$ cat src/rtl/pattern_scan_counter.sv
// pattern_scan_counter
// Statistics stage for the LFSR test path. Accepts one word per handshake,
// shifts it out MSB-first one bit per clock through a PAT_W-bit sliding
// window, and flags every window equal to PATTERN. Matches are counted per
// word (word_hits, reported with done) and in a saturating running total
// (match_count, with sticky count_sat).
module pattern_scan_counter #(
    parameter int               WORD_W  = 16,
    parameter int               PAT_W   = 12,
    parameter logic [PAT_W-1:0] PATTERN = 12'b001011111000,
    parameter int               CNT_W   = 16,
    parameter bit               OVERLAP = 1'b1,
    localparam int              HIT_W   = $clog2(WORD_W + 1)
) (
    input  logic              clk,
    input  logic              reset,
    input  logic              word_valid,
    input  logic [WORD_W-1:0] word_in,
    output logic              word_ready,
    input  logic              clear_count,
    output logic              busy,
    output logic              match_pulse,
    output logic [CNT_W-1:0]  match_count,
    output logic              count_sat,
    output logic              done,
    output logic [HIT_W-1:0]  word_hits
);

    // Counters that range over 0..WORD_W bits.
    localparam int              BS_W     = $clog2(WORD_W + 1);
    // A window is complete once PAT_W-1 bits were seen before the current one.
    localparam logic [BS_W-1:0] PAT_M1   = BS_W'(PAT_W - 1);
    // bit_cnt value while the last bit of the word is being processed.
    localparam logic [BS_W-1:0] LAST_BIT = BS_W'(WORD_W - 1);

    typedef enum logic {
        IDLE = 1'b0,
        SCAN = 1'b1
    } state_t;

    state_t            state_q,       state_d;
    logic [WORD_W-1:0] shreg_q,       shreg_d;
    logic [PAT_W-1:0]  window_q,      window_d;
    logic [BS_W-1:0]   bits_seen_q,   bits_seen_d;
    logic [BS_W-1:0]   bit_cnt_q,     bit_cnt_d;
    logic [HIT_W-1:0]  hits_q,        hits_d;
    logic              match_pulse_q, match_pulse_d;
    logic              done_q,        done_d;
    logic [HIT_W-1:0]  word_hits_q,   word_hits_d;
    logic [CNT_W-1:0]  match_count_q, match_count_d;
    logic              count_sat_q,   count_sat_d;

    logic              scan_bit;
    logic [PAT_W-1:0]  next_window;
    logic              hit;

    assign scan_bit = shreg_q[WORD_W-1];

    // A one-bit pattern has no history to shift, so the window is the bit itself.
    if (PAT_W == 1) begin : g_win_1
        assign next_window = scan_bit;
    end else begin : g_win_n
        assign next_window = {window_q[PAT_W-2:0], scan_bit};
    end

    // Handshake, bit-serial scan and per-word hit accumulation.
    always_comb begin
        // NOTE: every variable gets a default before any branch so that no path leaves it unassigned and infers a latch.
        state_d       = state_q;
        shreg_d       = shreg_q;
        window_d      = window_q;
        bits_seen_d   = bits_seen_q;
        bit_cnt_d     = bit_cnt_q;
        hits_d        = hits_q;
        match_pulse_d = 1'b0;
        done_d        = 1'b0;
        word_hits_d   = word_hits_q;
        hit           = 1'b0;

        case (state_q)
            IDLE: begin
                if (word_valid) begin
                    // Each word starts with an empty window: matches never span words.
                    shreg_d     = word_in;
                    window_d    = '0;
                    bits_seen_d = '0;
                    bit_cnt_d   = '0;
                    hits_d      = '0;
                    state_d     = SCAN;
                end
            end

            SCAN: begin
                shreg_d   = {shreg_q[WORD_W-2:0], 1'b0};
                window_d  = next_window;
                hit       = (bits_seen_q >= PAT_M1) && (next_window == PATTERN);
                bit_cnt_d = bit_cnt_q + 1'b1;

                // Without overlap a match consumes its bits; PAT_W fresh ones are needed.
                if (hit && !OVERLAP) begin
                    bits_seen_d = '0;
                end else begin
                    bits_seen_d = bits_seen_q + 1'b1;
                end

                if (hit) begin
                    hits_d = hits_q + 1'b1;
                end
                match_pulse_d = hit;

                // The final bit's own match is already folded into hits_d.
                if (bit_cnt_q == LAST_BIT) begin
                    done_d      = 1'b1;
                    word_hits_d = hits_d;
                    state_d     = IDLE;
                end
            end

            default: begin
                state_d = IDLE;
            end
        endcase
    end

    // Saturating running total; a clear on the same edge as a match wins.
    always_comb begin
        match_count_d = match_count_q;
        count_sat_d   = count_sat_q;
        if (clear_count) begin
            match_count_d = '0;
            count_sat_d   = 1'b0;
        end else if (hit) begin
            if (match_count_q == {CNT_W{1'b1}}) begin
                count_sat_d = 1'b1;
            end else begin
                match_count_d = match_count_q + 1'b1;
            end
        end
    end

    // State register with synchronous reset; a reset mid-scan drops the word silently.
    always_ff @(posedge clk) begin
        // NOTE: registers use non-blocking assignments so every flop samples the pre-edge values of the others.
        if (reset) begin
            state_q       <= IDLE;
            shreg_q       <= '0;
            window_q      <= '0;
            bits_seen_q   <= '0;
            bit_cnt_q     <= '0;
            hits_q        <= '0;
            match_pulse_q <= 1'b0;
            done_q        <= 1'b0;
            word_hits_q   <= '0;
            match_count_q <= '0;
            count_sat_q   <= 1'b0;
        end else begin
            state_q       <= state_d;
            shreg_q       <= shreg_d;
            window_q      <= window_d;
            bits_seen_q   <= bits_seen_d;
            bit_cnt_q     <= bit_cnt_d;
            hits_q        <= hits_d;
            match_pulse_q <= match_pulse_d;
            done_q        <= done_d;
            word_hits_q   <= word_hits_d;
            match_count_q <= match_count_d;
            count_sat_q   <= count_sat_d;
        end
    end

    assign word_ready  = (state_q == IDLE);
    assign busy        = (state_q == SCAN);
    assign match_pulse = match_pulse_q;
    assign done        = done_q;
    assign word_hits   = word_hits_q;
    assign match_count = match_count_q;
    assign count_sat   = count_sat_q;

endmodule

$ cat config.mk
export PLATFORM = sky130hd
export DESIGN_NAME = pattern_scan_counter
export DESIGN_NICKNAME = d
export VERILOG_FILES = /design/src/rtl/pattern_scan_counter.sv
export SDC_FILE = /design/constraint.sdc
export NUM_CORES = 1
export LEC_CHECK = 0
export ABC_AREA = 1
export CAP_MARGIN = 20
export CORE_UTILIZATION = 55
export DETAILED_ROUTE_END_ITERATION = 16
export PLACE_DENSITY = 0.79
export SLEW_MARGIN = 30
export SYNTH_ARGS = -nofsm -noshare
export SYNTH_HDL_FRONTEND = slang
export SYNTH_SLANG_ARGS = --single-unit
$ cat constraint.sdc
create_clock -name clk -period 2.1 [get_ports clk]
set_input_delay 0.42 -clock clk [delete_from_list [all_inputs] [get_ports clk]]
set_output_delay 0.42 -clock clk [all_outputs]
set_load 0.05 [all_outputs]
==> out/qor.txt, run 1 <==
Status: complete, no violations
Vias in the first global route: 3,009
Total power: 0.002568 W
Fraction of registers with async set/reset: 0
Antenna violations before repair: 0
Post-synthesis sequential area ratio: 0.3922
Cell count after placement: 634
RSZ-0062 raised after global routing: no
Syn. warnings: 0
Global-route usage over all layers: 0.2496
Synth unique cells: 29
H-tree levels: 3
Antenna Nets Post-Route: 0
Resize count post-CTS: 0
Root Buffer: clkbuf_8
Number of flops mapped to enable cells by yosys: 0
Reg power frac: 0.510
Io pins: 46
DRT Wirelength: 7733 um
Synth Instances: 522
Int Pwr: 0.001948 W
Synthesized Nets: 547
CP peak stage delay: 850 ps
Global route total overflow: 0
Critical path endpoint category: output port
Combinational share of power: 0.076
Arrival time worst endpoint: 1640 ps
Maxcap violations: 0
Die height: 80.85 um
Synth Area per Inst: 6.551 um^2
First-pass GRT wire length: 12,720 um
Die area: 6537 um^2
Final setup violation count: 0
Wire length per cell: 11.90 um
Post-detail-place hpwl: 5491 um
Cts hold-fix bufs: 0
Core area: 5956 um^2
Rows: 28
Slew headroom: 0.6492
Tmin final: 2063 ps
Initial Utilization: 0.5742
Most common cell after layout, fill and taps aside: nand2_1
Routed via count: 3,297
# Post-CTS Setup Buffers: 0
Drt first pass iters: 4
Setup TNS: 0 ps
Total Nets Final: 595
Crit path buf inv count: 1
Synthesized area: 3420 um^2
CTS buffer count: 9
Synthesis-to-layout area growth: 21.70%
Largest net degree at the start of global routing: 36
P_leak: 1.811 nW
Post-Place Worst Slack: 380.7 ps
Deepest clock path buffer count: 2
CP Launch Type: flip-flop
PD cells: 617.0 nW/um^2
Clock latency on the worst-skew pair: 340 ps
Worst path top cell family by delay: buffers and inverters
Final WS setup: 37.16 ps
CTS tree: built
Prevailing post-synth register cell: dfxtp_1
Part of the cycle the worst path needs: 0.9823
PortBufs: 45
Crit Path Class: reg2out
Initial DRC Count: 161
Commonest non-fill, non-tap cells in the layout: nand2_1 (192), dfxtp_1 (66), inv_1 (55)
Slew @ Worst Pin: 524.6 ps
Ratio of cells with drive above 1 in the final layout: 0.06783
Switching fraction of total power: 0.2416
Vias per cell: 5.072
Final hold viol count: 0
N_diodes: 0
Reg clk slew, reported paths: 70 ps
Clk sinks: 67
Remaining DRCs: 0
Critical path, cell by cell: clkdlybuf4s50_1
Die Span X: 80.85 um
Final Max Tran Viols: 0
Layout Skew: 12.34 ps
#FFs+latches synth: 67
Crit-path max FO: 6
CP max-delay cell: clkdlybuf4s50_1
Post-Layout Cell Count: 650
P_sw: 0.0006203 W
Clock network power share: 0.415
Hold Path Class: reg2reg
Max VDD drop: 407.6 uV
WP data required: 1680 ps
Max Fclk: 484.8 MHz
GP Congestion: 0.9228
==> routing by layer <==
layer  wire length, um  GRT usage
met5                 0          0
met4               127    0.09464
met3               286    0.05281
met2              3724     0.4235
met1              3594     0.3083
==> flip-flops by register name, summed over array words and instances, names as in the netlist <==
register,flops
bit_cnt_q,5
bits_seen_q,5
busy,1
count_sat,1
done,1
hits_q,5
match_count,16
match_pulse,1
shreg_q,16
window_q,11
word_hits,5
==> cells by family (layout without fill, tap and decap cells) <==
group	Yosys count	count (layout)	synth area share
fa+ha+maj	5	5	0.01829
compound gates	55	55	0.08745
xor+xnor	7	7	0.01793
flops	67	67	0.3922
simple gates	314	314	0.3974
buf+inv	74	127	0.08672
==> cell type report <==
| class | count | area (um^2) |
|---|---|---|
| fill | 532 | 1794 |
| tap | 75 | 93.84 |
| clock inverter | 5 | 52.55 |
| clock buffer | 11 | 141.4 |
| inverter | 57 | 214.0 |
| timing repair buffer | 54 | 535.5 |
| sequential | 67 | 1343 |
| multi-input combinational | 381 | 1782 |
==> path summary, 6_finish.rpt <==
path / depth (start not counted) / to / start / slack [ps]
worst max-delay path: 1 / match_count[10] / match_count[10]$_SDFFE_PP0P_ / 40
worst min-delay path: 2 / word_hits[0]$_SDFFE_PP0P_ / word_hits[0]$_SDFFE_PP0P_ / 460
worst max register to register: 7 / count_sat$_SDFFE_PP0P_ / match_count[0]$_SDFFE_PP0P_ / 330
worst min register to register: 2 / word_hits[0]$_SDFFE_PP0P_ / word_hits[0]$_SDFFE_PP0P_ / 460
==> stage by stage <==
stage / cell area (um^2) / utilization / hold slack [ps]
CTS: 4151 / 0.6971 / 460.2
finish: 4161 / 0.6987 / 461.7
floorplan: 3420 / - / 444.2
global route: 4161 / 0.6987 / 478.2
detailed placement: 3958 / 0.6645 / 447.5
global placement: 3958 / 0.6645 / 438.5
==> power by group through the flow <==
stage	Sequential (W)	Clock, W	Combinational (W)
6_report	0.00131	0.00106	0.000194
5_1_grt	0.00131	0.00113	0.000214
4_1_cts	0.00131	0.00108	0.000196
3_5_place_dp	0.00134	0	0.000195
3_3_place_gp	0.00134	0	0.000193
2_1_floorplan	0.00134	0	0.000115
==> synthesized netlist by cell type, types with 2 or more instances <==
cell / instances / area, um^2
nand2_1: 192 / 720.7
dfxtp_1: 67 / 1341
inv_1: 55 / 206.5
nor2_1: 48 / 180.2
nand3_1: 40 / 200.2
a21oi_1: 39 / 195.2
nand4_1: 15 / 93.84
buf_2: 9 / 45.04
a22oi_1: 7 / 52.55
clkbuf_1: 6 / 22.52
nor3_1: 6 / 30.03
o21ai_0: 6 / 30.03
ha_1: 5 / 62.56
nor2_2: 4 / 25.02
xor2_1: 4 / 35.03
xnor2_1: 3 / 26.28
a31oi_1: 2 / 12.51
clkinv_1: 2 / 7.510
nand3b_1: 2 / 15.01
No activity file was read; power rests on OpenSTA's default activity.
==> run 2, diff against run 1 <==
Settings changed: CORE_ASPECT_RATIO from default to 1.75, PLACE_DENSITY 0.79 to default, PLACE_DENSITY_LB_ADDON from default to 0.2.
==> out/qor.txt, run 2 (synthesis gave the netlist of run 1 again) <==
Met3 GRT Util: 0.1010
Part of the cycle the worst path needs: 0.9846
Worst path top cell family by delay: buffers and inverters
Reg-to-reg slack, setup: 330 ps
Met1 Usage GRT: 0.3060
PD cells: 647.8 nW/um^2
CP Launch Type: flip-flop
Initial Utilization: 0.5771
Layout Skew: 6.916 ps
PortBufs: 45
Die height: 106.3 um
Clock latency on the worst-skew pair: 350 ps
Most used routing layer: met2
Antenna Nets Post-Route: 0
Routed via count: 3,458
CTS tree: built
Resize count post-CTS: 0
Core area: 5926 um^2
Cell count after placement: 636
GP Congestion: 0.9234
Reg clk slew, reported paths: 70 ps
Max VDD drop: 705.6 uV
Most common cell after layout, fill and taps aside: nand2_1
Synthesis-to-layout area growth: 23.60%
Crit Path Class: reg2out
Tmin final: 2068 ps
Antenna violations before repair: 0
Rows: 37
Vias per cell: 5.304
WP data required: 1680 ps
Hold Path Class: reg2reg
Setup TNS: 0 ps
CP max-delay cell: clkdlybuf4s50_1
Setup crit start: match_count[4]$_SDFFE_PP0P_
Maxcap violations: 0
First-pass GRT wire length: 13,920 um
Critical path endpoint category: output port
RSZ-0062 raised after global routing: no
Die area: 6549 um^2
Final setup violation count: 0
Final Max Tran Viols: 0
Post-Layout Cell Count: 652
Post-detail-place hpwl: 5781 um
Max Fclk: 483.6 MHz
Arrival time worst endpoint: 1650 ps
CP peak stage delay: 850 ps
Wire length per cell: 12.48 um
Deepest clock path buffer count: 2
Critical path, cell by cell: clkdlybuf4s50_1
Status: complete, no violations
H-tree levels: 3
Global-route usage over all layers: 0.2846
Crit-path max FO: 6
# Post-CTS Setup Buffers: 0
Global route total overflow: 0
Reg2Reg Launch Point: bits_seen_q[0]$_SDFFE_PP0P_
Slew headroom: 0.6568
Ratio of cells with drive above 1 in the final layout: 0.06620
Hold_sp: word_hits[3]$_SDFFE_PP0P_
N_diodes: 0
Clk sinks: 67
Hold WS: 452.5 ps
Remaining DRCs: 0
P_leak: 1.866 nW
Io pins: 46
CTS buffer count: 9
Largest net degree at the start of global routing: 38
Drt first pass iters: 5
Root Buffer: clkbuf_8
Total power: 0.002738 W
Die Span X: 61.61 um
DRT Wirelength: 8136 um
Final hold viol count: 0
Commonest non-fill, non-tap cells in the layout: nand2_1 (192), dfxtp_1 (66), inv_1 (55)
Crit path buf inv count: 1
Initial DRC Count: 217
Vias in the first global route: 3,194
Total Nets Final: 594
Met2 usage: 0.4562
Slew @ Worst Pin: 514.0 ps
Cts hold-fix bufs: 0
==> run 2: through the flow <==
step	cell area [um^2]	util	setup slack, ps
2_1_floorplan	3420	-	92.66
3_3_place_gp	3979	0.6715	265.8
3_5_place_dp	3979	0.6715	247.5
4_1_cts	4207	0.7099	16.47
5_1_grt	4227	0.7133	0.7613
6_report	4227	0.7133	32.28
==> run 2: path summary, 6_finish.rpt <==
| kind | cells after the start | to |
|---|---|---|
| worst max-delay path | 1 | match_count[4] |
| worst min-delay path | 2 | word_hits[3]$_SDFFE_PP0P_ |
| worst max register to register | 9 | match_count[14]$_SDFFE_PP0P_ |
| worst min register to register | 2 | word_hits[3]$_SDFFE_PP0P_ |
==> run 2: layout make-up <==
cell class,count,area [um^2]
Clock buffer,12,155.1
Inverter,57,214.0
Timing Repair Buffer,53,558.0
Sequential cell,67,1343
Multi-Input combinational cell,381,1787
Clock inverter,4,72.57
Tap cell,78,97.59
Fill cell,529,1699
==> run 2: where the power goes <==
part	internal [W]	leakage (nW)	switching (W)
clock network	0.000732	0.113	0.000496
registers	0.00129	0.543	0.0000144
logic	0.0000825	1.21	0.000118
total	0.00211	1.87	0.000629
==> run 2: metal layers <==
layer	up-vias	routed length (um)
met2	81	4358
met1	1599	3174
met5	-	0
met4	0	329
li1	1751	-
met3	27	273
